--- src/rtl/keystream_xor_stream_pkg.sv ---
// Shared constants, refill FSM states and word-count helper
// for the keystream XOR stream datapath.
package keystream_xor_stream_pkg;

    localparam int KS_BLOCK_BITS = 512;

    typedef enum logic [1:0] {
        ST_IDLE = 2'd0,
        ST_REQ  = 2'd1,
        ST_WAIT = 2'd2
    } ks_state_e;

    function automatic int ks_words(input int width);
        return KS_BLOCK_BITS / width;
    endfunction

endpackage

--- src/rtl/keystream_xor_stream_ks_block_fifo.sv ---
// ks_block_fifo: C_KS_DEPTH x 512-bit keystream block FIFO with
// flush, fill count and head-block word select.
module ks_block_fifo
    import keystream_xor_stream_pkg::*;
#(
    parameter int C_DATA_WIDTH = 32,
    parameter int C_KS_DEPTH   = 2,
    parameter int C_IDX_WIDTH  = 4,
    parameter int C_FILL_WIDTH = 2
) (
    input  logic                     i_clk,
    input  logic                     i_rst,
    input  logic                     i_flush,
    input  logic                     i_push,
    input  logic [KS_BLOCK_BITS-1:0] i_data,
    input  logic                     i_pop,
    input  logic [C_IDX_WIDTH-1:0]   i_idx,
    output logic [C_FILL_WIDTH-1:0]  o_fill,
    output logic [C_DATA_WIDTH-1:0]  o_word
);

    localparam int WORDS = ks_words(C_DATA_WIDTH);
    localparam int PW    = (C_KS_DEPTH > 1) ? $clog2(C_KS_DEPTH) : 1;
    localparam logic [PW-1:0] P_LAST = PW'(C_KS_DEPTH - 1);

    logic [KS_BLOCK_BITS-1:0] r_mem [C_KS_DEPTH];
    logic [PW-1:0]            r_wr_ptr;
    logic [PW-1:0]            r_rd_ptr;
    logic [C_FILL_WIDTH-1:0]  r_fill;
    logic [WORDS-1:0][C_DATA_WIDTH-1:0] w_head;

    function automatic logic [PW-1:0] ptr_next(input logic [PW-1:0] p);
        return (p == P_LAST) ? '0 : p + 1'b1;
    endfunction

    // Block storage; no reset needed, validity tracked by fill
    always_ff @(posedge i_clk) begin
        if (i_push) begin
            r_mem[r_wr_ptr] <= i_data;
        end
    end

    // Pointers and fill; flush empties without touching storage
    always_ff @(posedge i_clk) begin
        if (i_rst || i_flush) begin
            r_wr_ptr <= '0;
            r_rd_ptr <= '0;
            r_fill   <= '0;
        end else begin
            if (i_push) begin
                r_wr_ptr <= ptr_next(r_wr_ptr);
            end
            if (i_pop) begin
                r_rd_ptr <= ptr_next(r_rd_ptr);
            end
            case ({i_push, i_pop})
                2'b10:   r_fill <= r_fill + 1'b1;
                2'b01:   r_fill <= r_fill - 1'b1;
                default: r_fill <= r_fill;
            endcase
        end
    end

    assign w_head = r_mem[r_rd_ptr];
    assign o_word = w_head[i_idx];
    assign o_fill = r_fill;

endmodule

--- src/rtl/keystream_xor_stream.sv ---
// keystream_xor_stream: XORs buffered chacha20 keystream onto an AXIS payload.
// Build option KS_FRAME_ALIGN_EN: tlast retires the head block so frames start at word 0.
module keystream_xor_stream
    import keystream_xor_stream_pkg::*;
#(
    parameter int C_DATA_WIDTH = 32,
    parameter int C_KS_DEPTH   = 2,
    parameter int C_CNT_WIDTH  = 32,
    parameter int C_KS_TIMEOUT = 1024
) (
    input  logic                     i_aclk,
    input  logic                     i_areset,
    input  logic                     i_enable,
    input  logic                     i_reload,
    output logic                     o_ks_req,
    input  logic                     i_ks_busy,
    input  logic [KS_BLOCK_BITS-1:0] i_ks_data,
    input  logic                     i_ks_valid,
    input  logic                     s_axis_tvalid,
    output logic                     s_axis_tready,
    input  logic [C_DATA_WIDTH-1:0]  s_axis_tdata,
    input  logic                     s_axis_tlast,
    output logic                     m_axis_tvalid,
    input  logic                     m_axis_tready,
    output logic [C_DATA_WIDTH-1:0]  m_axis_tdata,
    output logic                     m_axis_tlast,
    output logic                     m_axis_sof,
    output logic [C_CNT_WIDTH-1:0]   o_block_count,
    output logic                     o_error
);

    localparam int WORDS = ks_words(C_DATA_WIDTH);
    localparam int IW    = (WORDS > 1) ? $clog2(WORDS) : 1;
    localparam int FW    = $clog2(C_KS_DEPTH + 1);
    localparam int TW    = $clog2(C_KS_TIMEOUT + 1);
    localparam logic [IW-1:0] IDX_LAST = IW'(WORDS - 1);
    localparam logic [TW-1:0] TO_LAST  = TW'(C_KS_TIMEOUT - 1);
    localparam logic [FW-1:0] DEPTH_F  = FW'(C_KS_DEPTH);

    ks_state_e               r_state;
    ks_state_e               w_next;
    logic [TW-1:0]           r_timer;
    logic                    r_discard;
    logic [IW-1:0]           r_idx;
    logic [C_CNT_WIDTH-1:0]  r_cnt;
    logic                    r_err;
    logic                    r_sof_pend;
    logic                    r_tvalid;
    logic [C_DATA_WIDTH-1:0] r_tdata;
    logic                    r_tlast;
    logic                    r_sof;
    logic [FW-1:0]           w_fill;
    logic [C_DATA_WIDTH-1:0] w_word;
    logic                    w_req;
    logic                    w_timeout;
    logic                    w_push;
    logic                    w_pop;
    logic                    w_ready;
    logic                    w_acc;

    ks_block_fifo #(
        .C_DATA_WIDTH (C_DATA_WIDTH),
        .C_KS_DEPTH   (C_KS_DEPTH),
        .C_IDX_WIDTH  (IW),
        .C_FILL_WIDTH (FW)
    ) u_fifo (
        .i_clk   (i_aclk),
        .i_rst   (i_areset),
        .i_flush (i_reload),
        .i_push  (w_push),
        .i_data  (i_ks_data),
        .i_pop   (w_pop),
        .i_idx   (r_idx),
        .o_fill  (w_fill),
        .o_word  (w_word)
    );

    // Refill state register
    always_ff @(posedge i_aclk) begin
        if (i_areset) begin
            r_state <= ST_IDLE;
        end else begin
            r_state <= w_next;
        end
    end

    // Refill next-state: one request in flight, only when a slot is free
    always_comb begin
        w_next    = r_state;
        w_req     = 1'b0;
        w_timeout = 1'b0;
        unique case (r_state)
            ST_IDLE: begin
                if (w_fill < DEPTH_F && !i_ks_busy) begin
                    w_next = ST_REQ;
                end
            end
            ST_REQ: begin
                w_req  = 1'b1;
                w_next = ST_WAIT;
            end
            ST_WAIT: begin
                if (i_ks_valid && !r_discard) begin
                    w_next = ST_IDLE;
                end else if (r_timer == TO_LAST) begin
                    w_timeout = 1'b1;
                    w_next    = ST_IDLE;
                end
            end
            default: w_next = ST_IDLE;
        endcase
        if (i_reload) begin
            w_next = ST_IDLE;
        end
    end

    assign w_push = (r_state == ST_WAIT) && i_ks_valid
                    && !r_discard && !i_reload;

    // Wait timer and drop flag for a response to a pre-reload request
    always_ff @(posedge i_aclk) begin
        if (i_areset) begin
            r_timer   <= '0;
            r_discard <= 1'b0;
        end else begin
            r_timer <= (r_state == ST_WAIT) ? r_timer + 1'b1 : '0;
            if (i_reload) begin
                r_discard <= !i_ks_valid
                             && (r_discard || r_state != ST_IDLE);
            end else if (i_ks_valid) begin
                r_discard <= 1'b0;
            end
        end
    end

    // Sticky keystream timeout, cleared by reload
    always_ff @(posedge i_aclk) begin
        if (i_areset || i_reload) begin
            r_err <= 1'b0;
        end else if (w_timeout) begin
            r_err <= 1'b1;
        end
    end

    assign w_ready = i_enable && (w_fill != '0)
                     && (!r_tvalid || m_axis_tready) && !i_reload;
    assign w_acc   = s_axis_tvalid && w_ready;

`ifdef KS_FRAME_ALIGN_EN
    assign w_pop = w_acc && (r_idx == IDX_LAST || s_axis_tlast);
`else
    assign w_pop = w_acc && (r_idx == IDX_LAST);
`endif

    // Word index, consumed-block counter and start-of-frame tracking
    always_ff @(posedge i_aclk) begin
        if (i_areset || i_reload) begin
            r_idx      <= '0;
            r_cnt      <= '0;
            r_sof_pend <= 1'b1;
        end else if (w_acc) begin
            r_idx      <= w_pop ? '0 : r_idx + 1'b1;
            r_sof_pend <= s_axis_tlast;
            if (w_pop) begin
                r_cnt <= r_cnt + 1'b1;
            end
        end
    end

    // Output register: load on accept, hold while stalled
    always_ff @(posedge i_aclk) begin
        if (i_areset) begin
            r_tvalid <= 1'b0;
            r_tdata  <= '0;
            r_tlast  <= 1'b0;
            r_sof    <= 1'b0;
        end else if (w_acc) begin
            r_tvalid <= 1'b1;
            r_tdata  <= s_axis_tdata ^ w_word;
            r_tlast  <= s_axis_tlast;
            r_sof    <= r_sof_pend;
        end else if (m_axis_tready) begin
            r_tvalid <= 1'b0;
        end
    end

    assign o_ks_req      = w_req;
    assign s_axis_tready = w_ready;
    assign m_axis_tvalid = r_tvalid;
    assign m_axis_tdata  = r_tdata;
    assign m_axis_tlast  = r_tlast;
    assign m_axis_sof    = r_sof;
    assign o_block_count = r_cnt;
    assign o_error       = r_err;

endmodule

--- config.mk ---
export PLATFORM = sky130hd
export DESIGN_NAME = keystream_xor_stream
export DESIGN_NICKNAME = d
export VERILOG_FILES = /design/src/rtl/keystream_xor_stream_pkg.sv /design/src/rtl/keystream_xor_stream_ks_block_fifo.sv /design/src/rtl/keystream_xor_stream.sv
export SDC_FILE = /design/constraint.sdc
export NUM_CORES = 1
export LEC_CHECK = 0
export CAP_MARGIN = 10
export CORE_MARGIN = 4
export CORE_UTILIZATION = 39
export DETAILED_ROUTE_END_ITERATION = 10
export REMOVE_ABC_BUFFERS = 1
export SKIP_LAST_GASP = 1
export SLEW_MARGIN = 20
export SYNTH_ARGS = -nofsm -noshare
export SYNTH_HDL_FRONTEND = slang
export SYNTH_SLANG_ARGS = --single-unit
--- constraint.sdc ---
create_clock -name i_aclk -period 34.2 [get_ports i_aclk]
set_clock_uncertainty 0.1 [all_clocks]
set_input_delay 8.55 -clock i_aclk [delete_from_list [all_inputs] [get_ports i_aclk]]
set_output_delay 8.55 -clock i_aclk [all_outputs]
set_load 0.02 [all_outputs]
==> summary.txt <==
CP Capture Point -> s_axis_tready
Largest stage delay, worst path -> 0.62 ns
Reg2reg setup slack -> 29.40 ns
Slowest-stage cell, CP -> clkdlybuf4s50_1
Initial Util -> 39.3%
Area of the die -> 119,000 um^2
Post-route ant nets -> 0
YS warnings -> 0
Critical path buffer and inverter count -> 2
Worst EP arrival -> 10.07 ns
Crit-path max FO -> 4
Top-area cell type share of the netlist area -> 69.7%
Max cap viols -> 0
Crit. path cell count -> 4
Worst setup path startpoint -> i_reload
Total track usage -> 19.7%
Netlist cell types -> 44
Synth cell count leaders -> edfxtp_1, mux2i_1, mux4_2
P per Cell Area -> 50.0 nW/um^2
Fin util -> 49.4%
DR vias/cell -> 5.29
Multi-input gate area -> 10,600 um^2
Post-synth EDFFs -> 1,024
Yosys top cell by area -> edfxtp_1
Core ar. -> 112,000 um^2
Worst Setup Path Type -> primary input to primary output
Number of I/O pins -> 623
Slew @ Worst Pin -> 1.10 ns
Max Slew Vio Count -> 0
Post-layout nets -> 3,593
Clock buffer depth -> 3
Register-to-Register Path Depth -> 8
CP most frequent cell -> clkdlybuf4s50_1
Max frequency -> 53.4 MHz
Unrepaired setup endpoints after global routing -> no
Avg WL per Cell -> 25.7 um
CP startpoint kind -> primary input
Final Cycle Share -> 54.7%
CTS tree -> done
1st-iter DRT viols -> 1,571
Critical path's top delay family -> buffers and inverters
Register area -> 32,600 um^2
Relative slew margins -> 26.8%
Post-CTS Resized -> 0
Syn Std Cell Area -> 44,100 um^2
Clock transition at the registers of the reported paths -> 0.06 ns
Largest cells by area after synthesis -> edfxtp_1, mux4_2, mux2i_1, dfxtp_1, a2bb2oi_1
Syn Area/Cell -> 18.4 um^2
Rows -> 123
Placer Congestion -> 0.811
Die Wd -> 344 um
Count leader, synth -> edfxtp_1
Wirelength, routed -> 120 mm
Final worst path period need -> 18.72 ns
Post-synth ARST share -> 0%
# Post-CTS Setup Buffers -> 0
Post-synthesis register bit count -> 1,116
Global-route wire length before repair -> 171 mm
Main synth FF type -> edfxtp_1
Status -> complete, no violations
Setup violators final -> 0
Max VDD drop -> 0.0384 mV
Total grt overflow -> 0
Via count -> 24,721
Layout fillers -> 9,335
Register area share after synthesis -> 73.9%
Tot Pwr -> 0.00278 W
Pin count of the biggest net entering global routing -> 163
Skew-Pair Late Insertion Delay -> 0.70 ns
HPWL Detailed -> 76.7 mm
Cts bufs inserted -> 115
Cells after synthesis -> 2,403
Leak -> 16.9 nW
Total iterations of the first detailed-routing run -> 5
DRC -> 0
Chip Height -> 344 um
Critical Path RT -> 25.55 ns
Initial antenna violation count -> 64
Worst min path class -> flop to flop
Setup crit end kind -> primary output
Hold-fix buffers, CTS -> 0
H-tree depth -> 3
Worst reg2reg path endpoint -> m_axis_tdata[14]
Root buffer cell -> clkbuf_16
PortBufs -> 622
Hold Violations, Final -> 0
# clock sinks -> 1,116
Area grow syn2layout -> 25.8%
Number of global-route vias before repair -> 26,095
Setup TNS -> 0 ns
Layout cells sized above 1 -> 13.9%
Worst-path cell chain -> clkdlybuf4s50_1 -> nor2b_1 -> and3_1 -> clkdlybuf4s50_1
[worst min-delay path by stage]
stage | start | to | slack, ns | cells past startpoint
after CTS | m_axis_tlast | m_axis_tlast | 0.36 | 2
after global placement | r_timer[0] | r_timer[0] | 0.34 | 1
after global routing | r_timer[0] | r_timer[0] | 0.37 | 1
final | m_axis_tlast | m_axis_tlast | 0.36 | 2
after floorplan | u_fifo.o_fill[1] | r_state[0] | 0.32 | 1
after detailed placement | m_axis_tlast | m_axis_tlast | 0.35 | 2
[flip-flops by register name, summed over array words and instances (netlist names), 2 cells and up, named ones only]
signal,cells
m_axis_tdata,32
r_timer,11
u_fifo.o_fill,2
r_state,2
u_fifo.r_mem,1024
o_block_count,32
r_idx,4
[worst reg2reg max path, stage by stage, from the launching register on]
cell       delay (ns)
dfxtp_4          0.65
buf_4            0.76
buf_4            0.77
buf_4            0.91
mux4_2           0.64
a2bb2oi_1        0.15
a211oi_1         0.43
o21ai_0          0.14
nor3b_2          0.17
[stage by stage]
stage / cell area (um^2) / setup slack (ns) / instances / hold slack (ns)
after global placement: 51700 / 15.48 / 4418 / 0.336
after floorplan: 43200 / 2.55 / 2258 / 0.320
after CTS: 55400 / 15.49 / 4634 / 0.359
after global routing: 55500 / 15.42 / 4666 / 0.373
final: 55500 / 15.48 / 4676 / 0.359
after detailed placement: 51700 / 15.50 / 4418 / 0.351
[cell usage in the layout (no fill, tap or decap), types with 24 or more instances in the layout]
master | Yosys | layout
edfxtp_1 | 1024 | 1024
clkdlybuf4s50_1 | 0 | 621
mux2i_1 | 257 | 257
mux4_2 | 128 | 128
clkbuf_16 | 0 | 121
a21oi_1 | 94 | 94
dfxtp_1 | 92 | 87
and2_1 | 70 | 67
nor2_1 | 65 | 64
a2bb2oi_1 | 64 | 64
o221ai_1 | 64 | 64
nand2_1 | 50 | 50
a211oi_2 | 44 | 44
diode_2 | 0 | 41
nor3_1 | 37 | 37
o21ai_0 | 37 | 37
buf_4 | 4 | 36
o21bai_1 | 32 | 32
nor3b_2 | 32 | 32
clkinv_2 | 0 | 25
clkbuf_1 | 79 | 24
[report_power, final]
group	switching [W]	internal, W
combinational	0.0000257	0.0000579
sequential	0.000000578	0.00149
clock	0.000518	0.000685
total	0.000544	0.00223
[cells by family (layout without fill, tap and decap cells)]
| family | after synthesis | in the layout | share of synthesized area (%) |
|---|---|---|---|
| mux | 385 | 385 | 12.4 |
| flops | 1116 | 1116 | 73.9 |
| simple gates | 339 | 339 | 4.59 |
| buf+inv | 161 | 893 | 2.09 |
| xor+xnor | 23 | 23 | 0.457 |
| compound gates | 375 | 375 | 6.50 |
| other cells | 0 | 41 | 0 |
| fa+ha+maj | 4 | 4 | 0.113 |
[metal layers]
| layer | up-vias | GRT usage (%) | share of wire, % |
|---|---|---|---|
| met1 | 12635 | 24.1 | 39 |
| li1 | 11056 | - | - |
| met2 | 797 | 33.9 | 52 |
| met4 | 34 | 7.80 | 2.5 |
| met3 | 199 | 4.67 | 6.6 |
| met5 | - | 0 | 0.21 |
[final cells by class]
type,instances,area share [%]
flip-flops and latches,1116,58.8
multi-input cells,1126,19.2
repair buffers,661,11.8
clock buffers,157,5.91
well taps,1500,3.38
clock inverters,59,0.674
diodes,41,0.185
inverters,16,0.108
Power figures use the tool's default switching activity.
